File: src/rtl/led_mode_controller_if.sv
// rtl/led_mode_controller_if.sv - switch/button inputs and LED/mode outputs of the LED mode controller
interface led_mode_controller_if;
  logic [7:0] switch;
  logic       btn;
  logic [7:0] led;
  logic [1:0] mode;

  modport master (output switch, output btn, input led, input mode);
  modport slave  (input switch, input btn, output led, output mode);
endinterface

File: src/rtl/led_mode_controller.sv
// rtl/led_mode_controller.sv - debounced switch-to-LED path with four button-selected display modes
module led_mode_controller #(
  parameter int DEB_CYCLES = 500000,
  parameter int TICK_DIV   = 25000000
) (
  input  logic                        clk,
  input  logic                        rst_n,
  led_mode_controller_if.slave        io
);

  localparam int DW = $clog2(DEB_CYCLES);
  localparam int PW = $clog2(TICK_DIV);
  // The candidate load already costs one cycle, so acceptance happens on the
  // increment that would bring the count to DEB_CYCLES-1.
  localparam logic [DW-1:0] DEB_LAST  = DW'(DEB_CYCLES - 2);
  localparam logic [PW-1:0] TICK_LAST = PW'(TICK_DIV - 1);

  typedef enum logic [1:0] {
    MODE_PASS  = 2'd0,
    MODE_BLINK = 2'd1,
    MODE_CHASE = 2'd2,
    MODE_COUNT = 2'd3
  } mode_e;

  logic [7:0]    sw_meta_q, sw_sync_q, sw_cand_q, sw_db_q;
  logic [DW-1:0] sw_cnt_q;
  logic          btn_meta_q, btn_sync_q, btn_cand_q, btn_db_q, btn_prev_q;
  logic [DW-1:0] btn_cnt_q;

  mode_e         state_q, state_d;
  logic [PW-1:0] presc_q;
  logic          phase_q;
  logic [7:0]    chase_q;
  logic [7:0]    count_q;
  logic [7:0]    led_q, led_d;

  logic          press;
  logic          tick;

  // Two-flop synchronisers for the asynchronous switch bank and button
  always_ff @(posedge clk or negedge rst_n) begin
    if (!rst_n) begin
      sw_meta_q  <= '0;
      sw_sync_q  <= '0;
      btn_meta_q <= 1'b0;
      btn_sync_q <= 1'b0;
    end else begin
      sw_meta_q  <= io.switch;
      sw_sync_q  <= sw_meta_q;
      btn_meta_q <= io.btn;
      btn_sync_q <= btn_meta_q;
    end
  end

  // Switch debounce: the whole vector must hold still before it is accepted
  always_ff @(posedge clk or negedge rst_n) begin
    if (!rst_n) begin
      sw_cand_q <= '0;
      sw_db_q   <= '0;
      sw_cnt_q  <= '0;
    end else if (sw_sync_q != sw_cand_q) begin
      sw_cand_q <= sw_sync_q;
      sw_cnt_q  <= '0;
    end else if (sw_cand_q != sw_db_q) begin
      if (sw_cnt_q == DEB_LAST) begin
        sw_db_q  <= sw_cand_q;
        sw_cnt_q <= '0;
      end else begin
        sw_cnt_q <= sw_cnt_q + 1'b1;
      end
    end else begin
      sw_cnt_q <= '0;
    end
  end

  // Button debounce, plus the delayed copy used for rising-edge detection
  always_ff @(posedge clk or negedge rst_n) begin
    if (!rst_n) begin
      btn_cand_q <= 1'b0;
      btn_db_q   <= 1'b0;
      btn_cnt_q  <= '0;
      btn_prev_q <= 1'b0;
    end else begin
      btn_prev_q <= btn_db_q;
      if (btn_sync_q != btn_cand_q) begin
        btn_cand_q <= btn_sync_q;
        btn_cnt_q  <= '0;
      end else if (btn_cand_q != btn_db_q) begin
        if (btn_cnt_q == DEB_LAST) begin
          btn_db_q  <= btn_cand_q;
          btn_cnt_q <= '0;
        end else begin
          btn_cnt_q <= btn_cnt_q + 1'b1;
        end
      end else begin
        btn_cnt_q <= '0;
      end
    end
  end

  assign press   = btn_db_q & ~btn_prev_q;
  assign tick    = (presc_q == TICK_LAST);
  assign state_d = mode_e'(state_q + 2'd1);

  // LED value for the current mode; registered on the next edge
  always_comb begin
    led_d = 8'h00;
    case (state_q)
      MODE_PASS:  led_d = sw_db_q;
      MODE_BLINK: led_d = phase_q ? sw_db_q : 8'h00;
      MODE_CHASE: led_d = chase_q;
      MODE_COUNT: led_d = count_q;
      default:    led_d = 8'h00;
    endcase
  end

  // Mode FSM with prescaler and per-mode animation state; a press overrides a coincident tick
  always_ff @(posedge clk or negedge rst_n) begin
    if (!rst_n) begin
      state_q <= MODE_PASS;
      presc_q <= '0;
      phase_q <= 1'b1;
      chase_q <= 8'h01;
      count_q <= 8'h00;
      led_q   <= 8'h00;
    end else begin
      led_q <= led_d;
      if (press) begin
        state_q <= state_d;
        presc_q <= '0;
        phase_q <= 1'b1;
        chase_q <= 8'h01;
        count_q <= 8'h00;
      end else begin
        presc_q <= tick ? '0 : presc_q + 1'b1;
        if (tick) begin
          case (state_q)
            MODE_BLINK: phase_q <= ~phase_q;
            MODE_CHASE: chase_q <= sw_db_q[7] ? {chase_q[0], chase_q[7:1]}
                                              : {chase_q[6:0], chase_q[7]};
            MODE_COUNT: count_q <= count_q + 1'b1;
            default:    ;
          endcase
        end
      end
    end
  end

  assign io.led  = led_q;
  assign io.mode = state_q;

endmodule

File: src/flat_wrapper.sv
// flat-port wrapper written by rule: the top's interface ports become plain ports
module led_mode_controller_flat 
#(
  parameter int DEB_CYCLES = 500000,
  parameter int TICK_DIV   = 25000000
)
  (clk, rst_n, io_switch, io_btn, io_led, io_mode);
  led_mode_controller_if io_i ();
  input  logic clk;
  input  logic rst_n;
  input wire logic [$bits(io_i.switch)-1:0] io_switch;
  input wire logic [$bits(io_i.btn)-1:0] io_btn;
  output wire logic [$bits(io_i.led)-1:0] io_led;
  output wire logic [$bits(io_i.mode)-1:0] io_mode;
  assign io_i.switch = io_switch;
  assign io_i.btn = io_btn;
  assign io_led = io_i.led;
  assign io_mode = io_i.mode;
  led_mode_controller #(.DEB_CYCLES(DEB_CYCLES), .TICK_DIV(TICK_DIV)) u_core (.clk(clk), .rst_n(rst_n), .io(io_i));
endmodule
File: config.mk
export PLATFORM = sky130hd
export DESIGN_NAME = led_mode_controller_flat
export DESIGN_NICKNAME = d
export VERILOG_FILES = /design/src/rtl/led_mode_controller_if.sv /design/src/rtl/led_mode_controller.sv /design/src/flat_wrapper.sv
export SDC_FILE = /design/constraint.sdc
export NUM_CORES = 1
export LEC_CHECK = 0
export ABC_AREA = 0
export CAP_MARGIN = 10
export CORE_MARGIN = 3
export CORE_UTILIZATION = 60
export CTS_BUF_LIST = sky130_fd_sc_hd__clkbuf_8
export DETAILED_ROUTE_END_ITERATION = 10
export MAX_ROUTING_LAYER = met4
export PLACE_DENSITY = 0.75
export SYNTH_ARGS = -nofsm -noshare
export SYNTH_HDL_FRONTEND = slang
export SYNTH_SLANG_ARGS = --single-unit
File: constraint.sdc
create_clock -name clk -period 2.14 [get_ports clk]
set_input_delay 0.321 -clock clk [delete_from_list [all_inputs] [get_ports clk]]
set_output_delay 0.321 -clock clk [all_outputs]
set_load 0.03 [all_outputs]
==> impl_results.md <==
* Status: finished, final reports clean
* Most common cell in the netlist: dfrtp_1
* Slowest CP cell: and3_1
* CTS H-Tree Depth at 4
* Port Buffers at 20
* Clock Sinks at about 130
* Num rows at 35
* Setup violations, final at 0
* Worst Skew at 0.0136 ns
* Peak Freq at 511 MHz
* Compound-Gate Fraction of Synth Area at ~4.0%
* Seq/Total Area, Yosys at approximately 55%
* Starting density of the core at between 60% and 70%
* Min-delay worst type: in2reg
* Final instance area at ~6600 µm²
* Syn Area/Cell at roughly 11 µm²
* Net count, final at around 580
* Number of synthesized flops with an enable pin at 0
* Pwr/cell area at between 700 and 800 nW/µm²
* Ports at 21
* Asr flop ratio synth at 100%
* Largest net degree at the start of global routing at 39
* Buf/Inv on CP at 0
* WS Path Type: reg2reg
* Most frequent cells after synthesis: 125 x dfrtp_1, 84 x nor2_1, 42 x xor2_1
* DR pass1 iterations at 5
* Diode count at 0
* R2R setup slack at between 0.15 and 0.2 ns
* Seq cells post-synth at ~130
* Worst path top cell family by delay: simple AND/OR/NAND/NOR gates
* Initial DRC count at 114
* Critical-path maximum fanout at 8
* Placed inst area at between 6000 and 7000 µm²
* DRC Markers at 0
* Worst Path Required at ~2.5 ns
* Syn nets at 550
* Via Count at 3744
* Relative max-transition margin at between 60 and 70%
* Clock root buffer: clkbuf_8
* Post-synthesis xor/xnor area fraction at about an eighth
* Leak at ~2.8 nW
* ANT nets after route at 0
* Post-synth top area cell: dfrtp_1
* Mux cell area share after synthesis at approximately 3.3%
* FILL cells at 670
* DR vias/cell at approximately 5.3
* First-pass GRT wire length at 17500 µm
* MaxCap Viol Count at 0
* Synthesized area at roughly 5700 µm²
* TritonCTS clock tree: done
* Netlist cell types at between 40 and 50
* Top FF cell, synth: dfrtp_1
* Final HPWL DP at roughly 6600 µm
* Max VDD drop at approximately 0.51 mV
* Die height at approximately 100 µm
* GPL Wtd Cong at 0.791
* CP arrival at 2.27 ns
* Reg clk slew, reported paths at 0.07 ns
* Hold Vio Cnt, Final at 0
* Ratio of cells with drive above 1 in the final layout at a little under an eighth
* Die area at 10800 µm²
* Vias in the first global route at about 3.8k
* Slew Viols, Final at 0
* Routed WL per cell at approximately 14 µm
* Worst path cell trace: xnor2_1 > nand4_1 > a211oi_1 > and3_1 > mux2_2
* WHS at around 0.33 ns
* CP max stage delay at between 0.4 and 0.5 ns
* Final core occ at a little over two thirds
* Worst slew pin tran at 0.529 ns
* Clock buffer depth at 2
* Synth Instances at between 500 and 600
* Gr usage total at 20.8%
* Synth top area cells: dfrtp_1 55%, xor2_1 6.4%, xnor2_1 5.8%
* Post-synthesis adder-cell area fraction at roughly 2.2%
* Tcrit/Tclk final at between 90% and 100%
* Initial antenna violation count at 0
* Worst skew pair latency at about 0.43 ns
* Largest family of logic cells by synthesized area: simple AND/OR/NAND/NOR gates
* Synth-to-layout area growth at 14.5%
* Total power draw at 4.70 mW
* Fin crit period at between 1.5 and 2 ns
* Gr ovfl total at 0
* Worst Setup End Kind: flip-flop
* Die X at about 100 µm
* CP startpoint kind: flip-flop
* Synth Area in Simple Gates at ~20%
* DRT Wirelength at just under 10000 µm
* Share of the synthesized area in the top cell type at around 55%
* Core area at around 9300 µm²
* Yosys warns at 0
* Cts bufs inserted at 17
-- final timing paths --
path                                startpoint                  end  cells past startpoint
max                        u_core.sw_cand_q[5]    u_core.sw_db_q[2]                      5
min                               io_switch[7]  u_core.sw_meta_q[7]                      1
max reg2reg                u_core.sw_cand_q[5]    u_core.sw_db_q[2]                      5
min reg2reg                u_core.sw_meta_q[1]  u_core.sw_sync_q[1]                      0
max in group asynchronous                rst_n    u_core.chase_q[0]                      3
min in group asynchronous                rst_n    u_core.sw_db_q[6]                      2
-- cells in the final DEF (no fill, tap or decap), types with 19 or more instances in the layout --
cell type | synthesis | routed
xnor2_1 | 38 | 38
nand4_1 | 19 | 19
nor2_1 | 84 | 84
clkdlybuf4s50_1 | 0 | 19
nand3_1 | 26 | 26
xor2_1 | 42 | 42
nand2_1 | 38 | 38
inv_1 | 15 | 20
dfrtp_1 | 125 | 125
clkbuf_8 | 1 | 22
-- repair_timing --
| action | CTS | global route |
|---|---|---|
| endpoints found under the hold margin | 34 | 0 |
| hold buffers | 1 | 0 |
| setup endpoints to repair | 0 | 12 |
| setup buffers | 0 | 2 |
| resized for setup | 0 | 1 |
-- where the power goes --
part / leakage (nW) / switching [mW] / internal (mW)
logic: 0.908 / 0.0647 / 0.0425
clock network: 0.235 / 0.860 / 1.28
registers: 1.69 / 0.0212 / 2.43
-- area by class of cell --
class | count | area (µm²) | area share [%]
sequential | 127 | 3180 | 48.4
multi-input combinational | 366 | 2400 | 36.5
timing repair buffer | 35 | 350 | 5.33
clock buffer | 22 | 303 | 4.61
tap | 129 | 161 | 2.46
clock inverter | 10 | 119 | 1.81
inverter | 15 | 56.3 | 0.857
-- flip-flops by register name, indices dropped and copies added (netlist names) --
register           cells
u_core.btn_cand_q      1
u_core.sw_sync_q       8
u_core.sw_cnt_q       19
u_core.io.led          8
u_core.sw_meta_q       8
u_core.count_q         8
u_core.btn_prev_q      1
u_core.sw_cand_q       8
u_core.phase_q         1
u_core.btn_meta_q      1
u_core.sw_db_q         8
u_core.presc_q        25
u_core.io.mode         2
u_core.btn_cnt_q      19
u_core.chase_q         8
u_core.btn_sync_q      1
u_core.btn_db_q        1
-- routing by layer --
| metal | global-route usage, % | vias up | wire length (µm) |
|---|---|---|---|
| li1 | - | 1869 | - |
| met1 | 27.4 | 1805 | 4800 |
| met2 | 30.6 | 52 | 4570 |
| met3 | 5.42 | 18 | 266 |
| met4 | 9.40 | 0 | 208 |
| met5 | - | - | 0 |
-- stage by stage --
| step | std cells | setup TNS, ns | setup WS [ns] |
|---|---|---|---|
| final | 704 | 0 | 0.183 |
| after global routing | 704 | -0.000750 | -0.000750 |
| after CTS | 702 | 0 | 0.0880 |
| after detailed placement | 669 | 0 | 0.113 |
| after global placement | 669 | 0 | 0.200 |
| after floorplan | 529 | 0 | 0.307 |
-- cell families (layout without fill, tap and decap cells) --
logic type	after synthesis	after routing
simple gates	224	224
flops	127	127
xor+xnor	80	80
buf+inv	36	82
compound gates	34	34
mux	18	18
fa+ha+maj	10	10
(Power assumes the default switching activity.)
==> RTL change 1, RTL diff (same flow settings) <==
Make the reset (`rst_n`) synchronous in 4 clocked blocks. Comments in the files are not updated.
--- a/src/rtl/led_mode_controller.sv
+++ b/src/rtl/led_mode_controller.sv
@@ -38,7 +38,7 @@
   logic          tick;
 
   // Two-flop synchronisers for the asynchronous switch bank and button
-  always_ff @(posedge clk or negedge rst_n) begin
+  always_ff @(posedge clk) begin
     if (!rst_n) begin
       sw_meta_q  <= '0;
       sw_sync_q  <= '0;
@@ -53,7 +53,7 @@
   end
 
   // Switch debounce: the whole vector must hold still before it is accepted
-  always_ff @(posedge clk or negedge rst_n) begin
+  always_ff @(posedge clk) begin
     if (!rst_n) begin
       sw_cand_q <= '0;
       sw_db_q   <= '0;
@@ -74,7 +74,7 @@
   end
 
   // Button debounce, plus the delayed copy used for rising-edge detection
-  always_ff @(posedge clk or negedge rst_n) begin
+  always_ff @(posedge clk) begin
     if (!rst_n) begin
       btn_cand_q <= 1'b0;
       btn_db_q   <= 1'b0;
@@ -115,7 +115,7 @@
   end
 
   // Mode FSM with prescaler and per-mode animation state; a press overrides a coincident tick
-  always_ff @(posedge clk or negedge rst_n) begin
+  always_ff @(posedge clk) begin
     if (!rst_n) begin
       state_q <= MODE_PASS;
       presc_q <= '0;
Behaviour: same outputs for any inputs over 10 cycles, from zero or initial values and one cycle with rst_n low; that may be too few to reach the edited logic, so the function may still have changed.
==> RTL change 1 against the original RTL <==
Count of clock-buffer cells in the layout is 5 lower. Worst setup slack lost 36 ps. Critical path type unchanged. Global-route usage is 0.39 points higher. Sequential cell count is the same. Wire length up 1.1%. Via count increased by 8.4%. Die area is 4.4% lower. Total power shrank 1.7%. Area after synthesis decreased by 4.7%. Critical path depth is 2 higher. Fmax fell by 1.8%. Highest routed layer unchanged. Final area decreased by 5.5%.
==> RTL change 1: results (changes against the original RTL) <==
stage;metric;value;unit;change
clock_tree;cts_inserted_buffers;17;;unchanged
power;power.leakage;0.00219;uW;was 0.00283 uW
detailed_routing;dr.pass1.iters;4;;was 5
placement;pre_cts_ws;150;ps;was 113 ps
clock_tree;clk_latency;420;ps;
clock_tree;cts-root-buf;clkbuf_8;;unchanged
clock_tree;clk_pin_slew;80;ps;
yosys;avgSynthCellArea;9.19;um2;was 10.8 um2
yosys;ys_seq_area_share;46.5;%;was 55.4%
global_route;grt_max_degree;30;;was 39
detailed_routing;dr.first_iter.drc_count;198;;was 114
setup_path;path_max_fanout;23;;was 8
timing;slew_headroom;61.9;%;was 64.4%
setup_path;crit_path_max_incr_delay;530;ps;was 430 ps
yosys;syn-num-nets;616;;was 550
final_layout;diodes;0;;unchanged
placement;dp_hpwl;6910;um;was 6570 um
timing;finalCriticalPeriod;1990;ps;was 1960 ps
hold_path;min_path_type;input port to flip-flop;;unchanged
clock_tree;ctsHtreeMaxLevel;4;;unchanged
global_route;grtUsageTotal;21.2;%;was 20.8%
global_route;grt_pass1_wl;17000;um;was 17,500 um
setup_path;worstPathArrival;2310;ps;was 2270 ps
final_layout;layout-drive-gt1-share;9.08;%;was 11.7%
detailed_routing;wl;9950;um;was 9840 um
timing;fin_skew;13.9;ps;was 13.6 ps
global_route;grt_pass1_vias;3877;;was 3,782
final_layout;regMostFlops;u_core.presc_q;;unchanged
power;irDropWorstVdd;0.427;mV;was 0.506 mV
placement;place_area;5790;um2;was 6120 um2
final_layout;top_regs;u_core.presc_q: 25 flops, u_core.btn_cnt_q: 19 flops, u_core.sw_cnt_q: 19 flops;;unchanged
setup_path;cpLargestDelayFamily;simple AND/OR/NAND/NOR gates;;unchanged
placement;dp.cells;714;;was 669
status;outcome;finished clean;;unchanged
yosys;async_flop_share;0;%;was 100%
yosys;yosys_warnings;0;;unchanged
final_layout;instances_no_fill;747;;was 704
setup_path;crit_slowest_cell;or4_1;;was and3_1
yosys;ys.flop_type;dfxtp_1;;was dfrtp_1
placement;io_buffers;20;;unchanged
placement;place.gp.congestion;0.835;;was 0.791
yosys;synthTopCellsByArea;dfxtp_1 (46%), xor2_1 (7.2%), nor2_1 (6.1%), xnor2_1 (5.1%), and2_1 (4.7%);;was dfrtp_1 (55%), xor2_1 (6.4%), xnor2_1 (5.8%), nor2_1 (5.5%), nand2_1 (2.5%)
detailed_routing;num_vias;4060;;was 3,744
yosys;synth_common_cells;dfxtp_1 (127), nor2_1 (89), nand2_1 (63);;was dfrtp_1 (125), nor2_1 (84), xor2_1 (42)
clock_tree;cts_buffer_depth;2;;unchanged
yosys;ys_types;44;;was 41
final_layout;nets;647;;was 583
global_route;antenna_found_initial;0;;unchanged
[RTL change 1: changes by cell type after synthesis, moves of 8 or more]
cell	before	now
dfxtp_1	0	127
dfrtp_1	125	0
and2_1	0	41
nand2_1	38	63
mux2i_1	9	19
mux2_2	9	1
[RTL change 1: logic make-up (layout without fill, tap and decap cells)]
logic type / count (synthesis) / count (layout) / synth area share, %
AOI/OAI and AO/OA: 38 / 38 / 4.76
xor gates and xnor gates: 77 / 77 / 12.3
adders and majority gates: 10 / 10 / 2.29
buffers and inverters: 31 / 75 / 2.58
DFF: 127 / 127 / 46.5
muxes: 20 / 20 / 3.68
and+or+nand+nor: 292 / 292 / 27.9
[RTL change 1: stage by stage]
stage / hold slack, ps / utilization, %
2_1_floorplan: 412 / -
3_3_place_gp: 414 / 65.8
3_5_place_dp: 418 / 65.8
4_1_cts: 217 / 70.4
5_1_grt: 222 / 70.5
6_report: 234 / 70.5
[RTL change 1: cell type report]
type                       count  area (um2)
clock inverter                15         174
inverter                      12        45.0
multi-input combinational    437        2790
clock buffer                  17         234
tap                          108         135
sequential                   127        2540
fill                         717        2600
timing repair buffer          31         290
[RTL change 1: what timing repair did]
item | 4_1_cts | 5_1_grt
endpoints found under the setup margin | 0 | 1
resized for setup | 0 | 0
hold buffers | 0 | 0
setup buffers | 0 | 1
[RTL change 1: routing by layer]
| layer | vias up | part of all wire, % | GRT usage [%] |
|---|---|---|---|
| li1 | 2067 | - | - |
| met1 | 1921 | 47 | 26.8 |
| met2 | 62 | 48 | 32.6 |
| met3 | 10 | 3.6 | 5.10 |
| met4 | 0 | 1.0 | 8.59 |
| met5 | - | 0 | - |
[RTL change 1: power by group]
group          internal (uW)  total (uW)  switching [uW]
clock network           1070        2110            1030
logic                   52.2         110            58.1
registers               2390        2400            17.2
total                   3510        4620            1110
[RTL change 1: worst reg2reg max path, cell delays in order (launching register included)]
cell,delay [ps]
dfxtp_1,380
ha_1,220
and3_1,230
nand2_1,150
or4_1,530
nand2_1,140
buf_12,170
nor2_1,60
[RTL change 1: final timing paths]
check / start / to / slack (ps) / cells past startpoint
min: rst_n / u_core.sw_sync_q[7]$_SDFF_PN0_ / 230 / 2
max reg2reg: u_core.presc_q[0]$_SDFF_PP0_ / u_core.presc_q[14]$_SDFF_PP0_ / 150 / 7
max: u_core.presc_q[0]$_SDFF_PP0_ / u_core.presc_q[14]$_SDFF_PP0_ / 150 / 7
min reg2reg: u_core.sw_meta_q[7]$_SDFF_PN0_ / u_core.sw_sync_q[7]$_SDFF_PN0_ / 440 / 1
==> RTL change 2, RTL diff (same flow settings) <==
Without the edit above. `DEB_CYCLES` is set to 500000 in 2 places; all go to 2000000.
--- a/src/rtl/led_mode_controller.sv
+++ b/src/rtl/led_mode_controller.sv
@@ -1,6 +1,6 @@
 // rtl/led_mode_controller.sv - debounced switch-to-LED path with four button-selected display modes
 module led_mode_controller #(
-  parameter int DEB_CYCLES = 500000,
+  parameter int DEB_CYCLES = 2000000,
   parameter int TICK_DIV   = 25000000
 ) (
   input  logic                        clk,
--- a/src/flat_wrapper.sv
+++ b/src/flat_wrapper.sv
@@ -1,7 +1,7 @@
 // flat-port wrapper written by rule: the top's interface ports become plain ports
 module led_mode_controller_flat 
 #(
-  parameter int DEB_CYCLES = 500000,
+  parameter int DEB_CYCLES = 2000000,
   parameter int TICK_DIV   = 25000000
 )
   (clk, rst_n, io_switch, io_btn, io_led, io_mode);
Behaviour: no difference found for any inputs over 10 cycles, from zero or initial values and one cycle with rst_n low; that may be too few to reach the edited logic, so the function may still have changed.
==> RTL change 2 against the original RTL <==
Area after synthesis grew 2.7%. Sequential cell count grew 4. Total power down 4.2%. Global-route usage up 2.4 points. Wire length increased by 15%. Worst setup slack worse by 89 ps. Die area rose by 2.6%. Final area is 4.2% higher. Largest power group unchanged.
==> RTL change 2: results (changes against the original RTL) <==
stage;metric;value;unit;change
placement;place.gp.congestion;0.866;;was 0.791
global_route;grt_use_met3;4.94;%;was 5.42%
setup_path;reg2regPathDepth;6;;was 5
setup_path;cp-startpoint;u_core.presc_q[0]$_DFF_PN0_;;was u_core.sw_cand_q[5]$_DFFE_PN0N_
setup_path;path_max_fanout;4;;was 8
power;irDropWorstVdd;0.442;mV;was 0.506 mV
final_layout;top_regs;u_core.presc_q: 25 flops, u_core.btn_cnt_q: 21 flops, u_core.sw_cnt_q: 21 flops;;was u_core.presc_q: 25 flops, u_core.btn_cnt_q: 19 flops, u_core.sw_cnt_q: 19 flops
setup_path;crit_end;u_core.count_q[7]$_DFFE_PN0P_;;was u_core.sw_db_q[2]$_DFFE_PN0P_
yosys;synth_compound_area_share;4.46;%;was 3.99%
yosys;yosys-mux-area-fraction;2.89;%;was 3.34%
detailed_routing;viasPerCell;5.63;;was 5.32
timing;slew_headroom;59.7;%;was 64.4%
detailed_routing;dr.first_iter.drc_count;220;;was 114
placement;dp_hpwl;7620;um;was 6570 um
global_route;met1_usage;31.0;%;was 27.4%
status;outcome;finished clean;;unchanged
global_route;grt_pass1_vias;4191;;was 3,782
yosys;synth_common_cells;dfrtp_1 (129), nor2_1 (98), xor2_1 (44);;was dfrtp_1 (125), nor2_1 (84), xor2_1 (42)
yosys;syn-num-nets;582;;was 550
yosys;synth-adder-area-share;2.12;%;was 2.18%
global_route;grtUsageTotal;23.2;%;was 20.8%
setup_path;worstPathArrival;2400;ps;was 2270 ps
hold_path;hold_path_end;u_core.sw_meta_q[2]$_DFF_PN0_;;was u_core.sw_meta_q[7]$_DFF_PN0_
setup_path;rrSetupSlack;90;ps;was 180 ps
setup_path;crit_path_max_incr_delay;470;ps;was 430 ps
detailed_routing;route.met2.wl;5400;um;was 4570 um
detailed_routing;wl;11300;um;was 9840 um
final_layout;nets;629;;was 583
placement;place_area;6400;um2;was 6120 um2
final_layout;layout-drive-gt1-share;12.9;%;was 11.7%
power;power.leakage;0.00294;uW;was 0.00283 uW
global_route;grt_use_met2;35.2;%;was 30.6%
[RTL change 2: final cells by class]
cell class	count	area, um2	share of cell area [%]
flip-flops and latches	131	3280	47.9
multi-input cells	397	2530	37.0
repair buffers	49	469	6.85
clock buffers	19	262	3.82
well taps	129	161	2.36
clock inverters	13	95.1	1.39
inverters	12	45.0	0.658
[RTL change 2: power by group]
part | switching (uW) | internal [uW] | total [uW]
Sequential | 23.4 | 2500 | 2530
Combinational | 68.7 | 45.4 | 114
Clock | 907 | 954 | 1860
[RTL change 2: cell families (layout without fill, tap and decap cells)]
logic type      Yosys count  count (layout)
compound gates           41              41
mux                      16              16
fa+ha+maj                10              10
simple gates            249             249
buf+inv                  33              93
flops                   131             131
xor+xnor                 81              81
[RTL change 2: through the flow]
step | hold slack [ps] | std cells
3_5_place_dp | 336 | 712
2_1_floorplan | 25.4 | 561
6_report | 331 | 750
5_1_grt | 297 | 750
4_1_cts | 302 | 745
3_3_place_gp | 335 | 712
